## src/rtl/time_set_pkg.sv

```systemverilog
// Shared types, BCD limits and arithmetic for the time/alarm setting controller.
package time_set_pkg;

   // Editing FSM state encoding; also exported as the display blink code.
   typedef enum logic [2:0] {
      ST_RUN    = 3'd0,
      ST_SET_TH = 3'd1,
      ST_SET_TM = 3'd2,
      ST_SET_AH = 3'd3,
      ST_SET_AM = 3'd4
   } state_e;

   localparam logic [7:0] HR_MAX        = 8'h23;
   localparam logic [7:0] MIN_MAX       = 8'h59;
   localparam logic [7:0] ALARM_RST_HR  = 8'h06;
   localparam logic [7:0] ALARM_RST_MIN = 8'h00;

   // Packed-BCD increment wrapping to 00 past lim. Any out-of-range or
   // non-BCD operand also wraps to 00 so the result is always valid BCD.
   function automatic logic [7:0] bcd_inc_lim(input logic [7:0] v,
                                              input logic [7:0] lim);
      logic [7:0] r;
      if ((v[7:4] > 4'd9) || (v[3:0] > 4'd9) || (v >= lim)) begin
         r = 8'h00;
      end else if (v[3:0] == 4'd9) begin
         r = {v[7:4] + 4'd1, 4'd0};
      end else begin
         r = {v[7:4], v[3:0] + 4'd1};
      end
      return r;
   endfunction

endpackage

```

## src/rtl/btn_debounce.sv

```systemverilog
// Raw button -> 2-flop synchroniser -> stable-count debouncer -> one-cycle
// press pulse on the debounced rising edge only.
module btn_debounce #(
   parameter int unsigned DB_CYCLES = 16
) (
   input  logic clk,
   input  logic rst,
   input  logic btn_i,
   output logic press_o
);

   logic [1:0]  sync_q;
   logic [15:0] cnt_q,   cnt_d;
   logic        db_q,    db_d;
   logic        db_prev_q;
   logic        press_q;

   // Synchroniser, debounce state and edge-detect registers.
   always_ff @(posedge clk or posedge rst) begin
      if (rst) begin
         sync_q    <= '0;
         cnt_q     <= '0;
         db_q      <= 1'b0;
         db_prev_q <= 1'b0;
         press_q   <= 1'b0;
      end else begin
         sync_q    <= {sync_q[0], btn_i};
         cnt_q     <= cnt_d;
         db_q      <= db_d;
         db_prev_q <= db_q;
         press_q   <= db_q & ~db_prev_q;
      end
   end

   // Count consecutive disagreeing samples; any agreeing sample restarts.
   always_comb begin
      cnt_d = '0;
      db_d  = db_q;
      if (sync_q[1] != db_q) begin
         if (cnt_q == 16'(DB_CYCLES - 1)) begin
            db_d  = sync_q[1];
            cnt_d = '0;
         end else begin
            cnt_d = cnt_q + 16'd1;
         end
      end
   end

   assign press_o = press_q;

endmodule

```

## src/rtl/time_set_ctrl.sv

```systemverilog
// Mode/increment button controller for setting the clock time and the alarm.
module time_set_ctrl
   import time_set_pkg::*;
#(
   parameter int unsigned DB_CYCLES = 16
) (
   input  logic       clk,
   input  logic       rst,
   input  logic       btn_mode_in,
   input  logic       btn_inc_in,
   input  logic [7:0] cur_hr,
   input  logic [7:0] cur_min,
   output logic       load_time,
   output logic [7:0] load_hr,
   output logic [7:0] load_min,
   output logic [7:0] alarm_hr,
   output logic [7:0] alarm_min,
   output logic       alarm_en,
   output logic [2:0] edit_state
);

   logic mode_press;
   logic inc_press;

   state_e     state_q,     state_d;
   logic [7:0] edit_hr_q,   edit_hr_d;
   logic [7:0] edit_min_q,  edit_min_d;
   logic [7:0] alarm_hr_q,  alarm_hr_d;
   logic [7:0] alarm_min_q, alarm_min_d;
   logic       alarm_en_q,  alarm_en_d;
   logic       load_q,      load_d;

   btn_debounce #(.DB_CYCLES(DB_CYCLES)) u_db_mode (
      .clk     (clk),
      .rst     (rst),
      .btn_i   (btn_mode_in),
      .press_o (mode_press)
   );

   btn_debounce #(.DB_CYCLES(DB_CYCLES)) u_db_inc (
      .clk     (clk),
      .rst     (rst),
      .btn_i   (btn_inc_in),
      .press_o (inc_press)
   );

   // FSM state and all output-facing registers.
   always_ff @(posedge clk or posedge rst) begin
      if (rst) begin
         state_q     <= ST_RUN;
         edit_hr_q   <= '0;
         edit_min_q  <= '0;
         alarm_hr_q  <= ALARM_RST_HR;
         alarm_min_q <= ALARM_RST_MIN;
         alarm_en_q  <= 1'b0;
         load_q      <= 1'b0;
      end else begin
         state_q     <= state_d;
         edit_hr_q   <= edit_hr_d;
         edit_min_q  <= edit_min_d;
         alarm_hr_q  <= alarm_hr_d;
         alarm_min_q <= alarm_min_d;
         alarm_en_q  <= alarm_en_d;
         load_q      <= load_d;
      end
   end

   // Next state and register updates; a mode press always wins over inc.
   always_comb begin
      state_d     = state_q;
      edit_hr_d   = edit_hr_q;
      edit_min_d  = edit_min_q;
      alarm_hr_d  = alarm_hr_q;
      alarm_min_d = alarm_min_q;
      alarm_en_d  = alarm_en_q;
      load_d      = 1'b0;
      case (state_q)
         ST_RUN: begin
            if (mode_press) begin
               state_d    = ST_SET_TH;
               edit_hr_d  = cur_hr;
               edit_min_d = cur_min;
            end else if (inc_press) begin
               alarm_en_d = ~alarm_en_q;
            end
         end
         ST_SET_TH: begin
            if (mode_press) begin
               state_d = ST_SET_TM;
            end else if (inc_press) begin
               edit_hr_d = bcd_inc_lim(edit_hr_q, HR_MAX);
            end
         end
         ST_SET_TM: begin
            if (mode_press) begin
               state_d = ST_SET_AH;
               load_d  = 1'b1;
            end else if (inc_press) begin
               edit_min_d = bcd_inc_lim(edit_min_q, MIN_MAX);
            end
         end
         ST_SET_AH: begin
            if (mode_press) begin
               state_d = ST_SET_AM;
            end else if (inc_press) begin
               alarm_hr_d = bcd_inc_lim(alarm_hr_q, HR_MAX);
            end
         end
         ST_SET_AM: begin
            if (mode_press) begin
               state_d = ST_RUN;
            end else if (inc_press) begin
               alarm_min_d = bcd_inc_lim(alarm_min_q, MIN_MAX);
            end
         end
         default: begin
            state_d = ST_RUN;
         end
      endcase
   end

   assign load_time  = load_q;
   assign load_hr    = edit_hr_q;
   assign load_min   = edit_min_q;
   assign alarm_hr   = alarm_hr_q;
   assign alarm_min  = alarm_min_q;
   assign alarm_en   = alarm_en_q;
   assign edit_state = state_q;

endmodule
```

## config.mk

```make
export PLATFORM = sky130hd
export DESIGN_NAME = time_set_ctrl
export DESIGN_NICKNAME = d
export VERILOG_FILES = /design/src/rtl/time_set_pkg.sv /design/src/rtl/btn_debounce.sv /design/src/rtl/time_set_ctrl.sv
export SDC_FILE = /design/constraint.sdc
export NUM_CORES = 1
export LEC_CHECK = 0
export ABC_AREA = 1
export CAP_MARGIN = 20
export CORE_ASPECT_RATIO = 0.9
export CORE_MARGIN = 4
export CORE_UTILIZATION = 55
export DETAILED_ROUTE_END_ITERATION = 10
export GPL_ROUTABILITY_DRIVEN = 0
export HOLD_SLACK_MARGIN = 0.06
export PLACE_DENSITY = 0.9
export SYNTH_ARGS = -nofsm -noshare
export SYNTH_HDL_FRONTEND = slang
export SYNTH_SLANG_ARGS = --single-unit
```

## constraint.sdc

```tcl
create_clock -name clk -period 3.6 [get_ports clk]
set_clock_uncertainty 0.2 [all_clocks]
set_input_delay 0.54 -clock clk [delete_from_list [all_inputs] [get_ports clk]]
set_output_delay 0.54 -clock clk [all_outputs]
set_load 0.01 [all_outputs]
```

; ---- Yosys cells after proc, flatten, opt, wreduce, memory -nomap -nowiden
; Index checks and enable logic that the tools add are counted.
[classes]
add_sub_neg = 10
magnitude_cmp = 12
n_eq_ne = 23
mux = 28
bitwise_logic = 6
n_reduce_logical = 25
[ops]
columns = op, n
row1 = 8-bit 2-to-1 mux, 14
row2 = 16-bit 2-to-1 mux, 4
row3 = "16-bit by 1-bit adder with 16-bit output, second input constant", 2
row4 = "4-bit by 1-bit adder with 4-bit output, second input constant", 8
row5 = "16-bit by 4-bit == test with 1-bit output, second input constant", 2
row6 = "4-bit > comparator, second input constant", 8
row7 = 8-bit case mux with 2 select lines, 2
row8 = "4-bit == test, second input constant", 4
row9 = "8-bit by 6-bit >= comparator with 1-bit output, second input constant", 2
row10 = "8-bit by 7-bit >= comparator with 1-bit output, second input constant", 2
row11 = 4-bit AND reduction, 4
row12 = 3-bit 2-to-1 mux, 5
row13 = 3-bit case mux with 5 select lines, 1
row14 = 5-bit AND reduction, 3
row15 = "2-bit by 1-bit != test with 1-bit output, second input constant", 7
row16 = 3-bit AND reduction, 3
row17 = 1-bit logical OR, 8
row18 = 2-bit nonzero test, 4
row19 = "3-bit by 2-bit == test with 1-bit output, second input constant", 2
row20 = "3-bit != test, second input constant", 2
row21 = "2-bit != test, second input constant", 2
row22 = 1-bit NOT, 4
row23 = 2-bit AND reduction, 2
row24 = "3-bit by 1-bit == test with 1-bit output, second input constant", 1
row25 = 5 further kinds, 8
[totals]
regBits = 79
inputBits = 20
word_cells = 125

; ---- Longest topological paths before layout
[depth]
word_depth = 7
depth_mapped = 9
mapped_depth_nobuf = 9

; ---- Hierarchy
; A second synthesis with hierarchy kept.
[hier_totals]
cells_unflattened = 579
area_unflattened_um2 = 4433.0
[by_module_without_submodules]
columns = module, instances, cells_per_inst, area_each_um2, seq_area_each_um2
row1 = time_set_ctrl, 1, 317, 2303.5, 928.4
row2 = btn_debounce, 2, 131, 1064.8, 525.5

; ---- Least setup slack after synthesis
; OpenSTA, ideal clock, no wires.
[synth_path]
kind = register -> register
startpoint = register edit_hr_q[4] (netlist: load_hr[4])
endpoint = register edit_hr_q[4] (netlist: load_hr[4])
arrival_ns = 1.317
required_time_ns = 3.284
slack_ns = 1.967
path_stages_with_launch = 10
cell_sequence = dfrtp_1 ha_1 nor2_1 nand2_1 nor2_1 nand4_1 nand2_2 inv_1 nand2_1 nand2_1
[synth_between]
elab_chain_cells = 7
word_cells_on_any_way = 12
cone_classes = add/sub: 1 / order compare: 2 / eq/ne: 1 / mux: 5 / reduce/logical: 3
[synth_rtl]
columns = item, line_no
row1 = "start, declared", time_set_ctrl.sv:26  ; logic [7:0] edit_hr_q, edit_hr_d;
row2 = "start signal, assigned", time_set_ctrl.sv:59  ; edit_hr_q <= edit_hr_d;
row3 = branches (longest 7 deep; another with 8-bit by 6-bit >= comparator with 1-bit output), -
; Parallel ways; which one is timed is not known. The select of a mux whose other input is x is not followed.
; A chain may end at the register's enable or synchronous reset.

; ---- Worst setup path after layout
[layout_path]
startpoint = register state_q[0] (netlist: edit_state[0])
endpoint = output port edit_state[0]
[layout_lines]
columns = item, line_no
row1 = "start, declared", time_set_ctrl.sv:25  ; state_e state_q, state_d;
row2 = "start signal, assigned", time_set_ctrl.sv:58  ; state_q <= state_d;
row3 = "end, declared", time_set_ctrl.sv:19  ; output logic [2:0] edit_state
; No word-level cell between the ends.

==> run metrics <==
All-Layer GR Usage=21.9%; Sink Count=79; Crit Path Max Fanout=8; top cells by area, synth=dfrtp_1 (45%), nand2_1 (12%), nor2_1 (8.4%); main flop type after synthesis=dfrtp_1; pre-CTS WS=1630 ps; CP arrival=1500 ps; CP max stage cell=clkdlybuf4s50_1; Post-synth top cells=nand2_1 (134), nor2_1 (96), dfrtp_1 (77); total power=0.00189 W; switching power=0.000519 W; clock power share=34.8%; WL/cell=13.7 um; final setup violating endpoints=0; Net Sw Frac=27.5%; final net count=654; Clk Latency, worst-skew pair=360 ps; Worst path depth=1; Tcrit/Tclk final=62.1%; Detailed Place HPWL=7.19 mm; Worst setup SP type=flip-flop; post-synthesis sequential area ratio=46.3%; width of the die=101 um; synth warn=0; Initial Utilization=56.7%; first-pass GRT wire length=16.3 mm; post-synth cell types=33; cell taking the most area after synthesis=dfrtp_1; Peak VDD IR=373 uV; hold_buf cts=0; register bit total from synthesis=79; Pins Over Slew Limit=0; post-cts repair resize count=0; largest family of logic cells by synthesized area=simple AND/OR/NAND/NOR gates; core box area=0.00754 mm^2; Adder-Cell Fraction of Synth Area=4.09%; post-synth net total=589; CTS H-tree lvls=3; DRC viols=0; mapped cell area=0.00428 mm^2; Seq pwr share=51.8%; Die H=91.7 um; iteration-0 DRC count of the detailed router=202; fillcell total=591; routed wire length=9.85 mm; pwr dens=366 mW/mm^2; Clock Tree Root=clkbuf_8; Synth Area in Simple Gates=32.3%; antenna-violating nets left=0; Reg2Reg Depth=8; fin crit period=2240 ps; Hold Path Depth=0; ys async rst share=100%; worst stage delay on the critical path=610 ps; Buf/Inv on CP=1; Syn Inst Count=555; internal power=0.00137 W; DRT Pass-1 Iters=7; Post-CTS Setup Bufs=0; setup_tns=0 ps; vias=3862; antenna violations before repair=0; crit end category=primary output; actual slew at the worst max-slew pin=964 ps; total CTS buffers=9; Final WS setup=1360 ps; CTS tree=yes; HP Class=flip-flop to flip-flop; P&R area growth vs syn=20.6%; Via-to-Cell Ratio=5.36; largest net degree at the start of global routing=47; Crit path max-delay family=buffers and inverters; clock slew at reported path FFs=80 ps; ant diodes=0; Port Buffers=56; Max Cap Violations=0; Final Hold Viols=0; f_max=0.447 GHz; count leader, synth=nand2_1; max_slew headroom=35.3%; CP Data Required Time=2860 ps; vias in the first global route=3690; EDFF count, synth=0; Synth Area in Compound Gates=5.64%; mux share of post-synthesis cell area=0%; Leakage=2.45 nW; outcome=completed; Remaining Overflow, GRT=0; total die area=0.00925 mm^2; layout cells sized above 1=7.36%; Core Rows=30; crit-path cells=clkdlybuf4s50_1; Synth Area in XOR/XNOR=4.50%; Synth top area share=45.0%; RSZ-0062 raised after global routing=no; Gate power share=13.4%; Setup CP Type=flip-flop to primary output; Avg Inst Size Synth=7.71 um^2; clk buf depth=2; IO Pins=57
-- worst reg2reg max path, stage by stage (launching register included) --
cell and delay, ps:
dfrtp_1 480, inv_2 140, nand3_2 260, o21ai_2 380, inv_2 130, nand2_4 110, inv_2 50, nand2_1 60
nand2_1 50
-- path summary, 6_finish.rpt --
| check | from | end | slack (ps) |
|---|---|---|---|
| worst max-delay path | edit_state[0]$_DFFE_PP0P_ | edit_state[0] | 1360 |
| worst min-delay path | u_db_mode.sync_q[0]$_DFF_PP0_ | u_db_mode.sync_q[1]$_DFF_PP0_ | 150 |
| worst max register to register | edit_state[2]$_DFFE_PP0P_ | load_min[5]$_DFFE_PP0P_ | 1640 |
| worst min register to register | u_db_mode.sync_q[0]$_DFF_PP0_ | u_db_mode.sync_q[1]$_DFF_PP0_ | 150 |
| max in group asynchronous | rst | alarm_hr[1]$_DFFE_PP1P_ | 2050 |
| min in group asynchronous | rst | u_db_mode.sync_q[0]$_DFF_PP0_ | 410 |
-- cell type report --
type	instances	area, um^2	area share (%)
clock inverter	6	68.8	1.33
tap	96	120	2.33
inverter	78	293	5.68
sequential	79	1980	38.4
clock buffer	10	128	2.47
timing repair buffer	57	581	11.3
multi-input combinational	395	1990	38.6
-- sequential cells by signal, summed over array words and instances, names as in the netlist --
signal               count
u_db_mode.cnt_q         16
alarm_min                8
u_db_inc.cnt_q          16
u_db_inc.db_q            1
u_db_mode.db_q           1
u_db_mode.press_o        1
u_db_inc.sync_q          2
alarm_hr                 8
u_db_inc.press_o         1
edit_state               3
u_db_mode.sync_q         2
load_hr                  8
alarm_en                 1
u_db_inc.db_prev_q       1
u_db_mode.db_prev_q      1
load_time                1
load_min                 8
-- cell usage in the layout (no fill, tap or decap), types with 2 or more instances in the layout --
master	count
clkbuf_8	9
a21oi_1	25
xor2_1	19
ha_1	14
o21ai_1	4
nor2_2	2
nand4_1	16
xnor2_1	3
nand3_1	26
inv_1	69
nor2_1	96
nor3b_1	3
nand2_2	5
clkinv_4	2
inv_2	9
nor3_2	2
o21ai_0	10
nor3_1	19
dfrtp_1	77
dfstp_2	2
clkdlybuf4s50_1	56
nor2_4	3
nand3_2	4
o21bai_1	2
nand2_1	134
-- kinds of logic (layout without fill, tap and decap cells) --
logic type	after synthesis	in the layout
buf+inv	81	151
simple gates	314	314
flops	79	79
fa+ha+maj	14	14
xor+xnor	22	22
compound gates	45	45
-- power by group through the flow --
stage                     Sequential (W)  Clock, W  Combinational, W
after global routing            0.000983  0.000703          0.000281
after floorplan                 0.000996         0          0.000117
after global placement          0.000988         0          0.000237
after CTS                       0.000975  0.000666          0.000254
after detailed placement        0.000992         0          0.000252
final                           0.000977  0.000656          0.000253
-- routing by layer --
layer	GRT usage, %	share of wire, %	vias up
met2	35.1	49	157
met1	28.6	41	1801
li1	-	-	1879
met5	0	0	-
met4	9.63	2.4	0
met3	4.41	7.2	25
-- through the flow --
step                      cells  util (%)  hold WS (ps)  area, um^2
after floorplan             555         -           131        4280
after global placement      705      65.8           136        4960
after detailed placement    705      65.8           136        4960
after CTS                   721      68.4           155        5160
after global routing        721      68.4           160        5160
final                       721      68.4           154        5160
No activity file was read; power rests on OpenSTA's default activity.
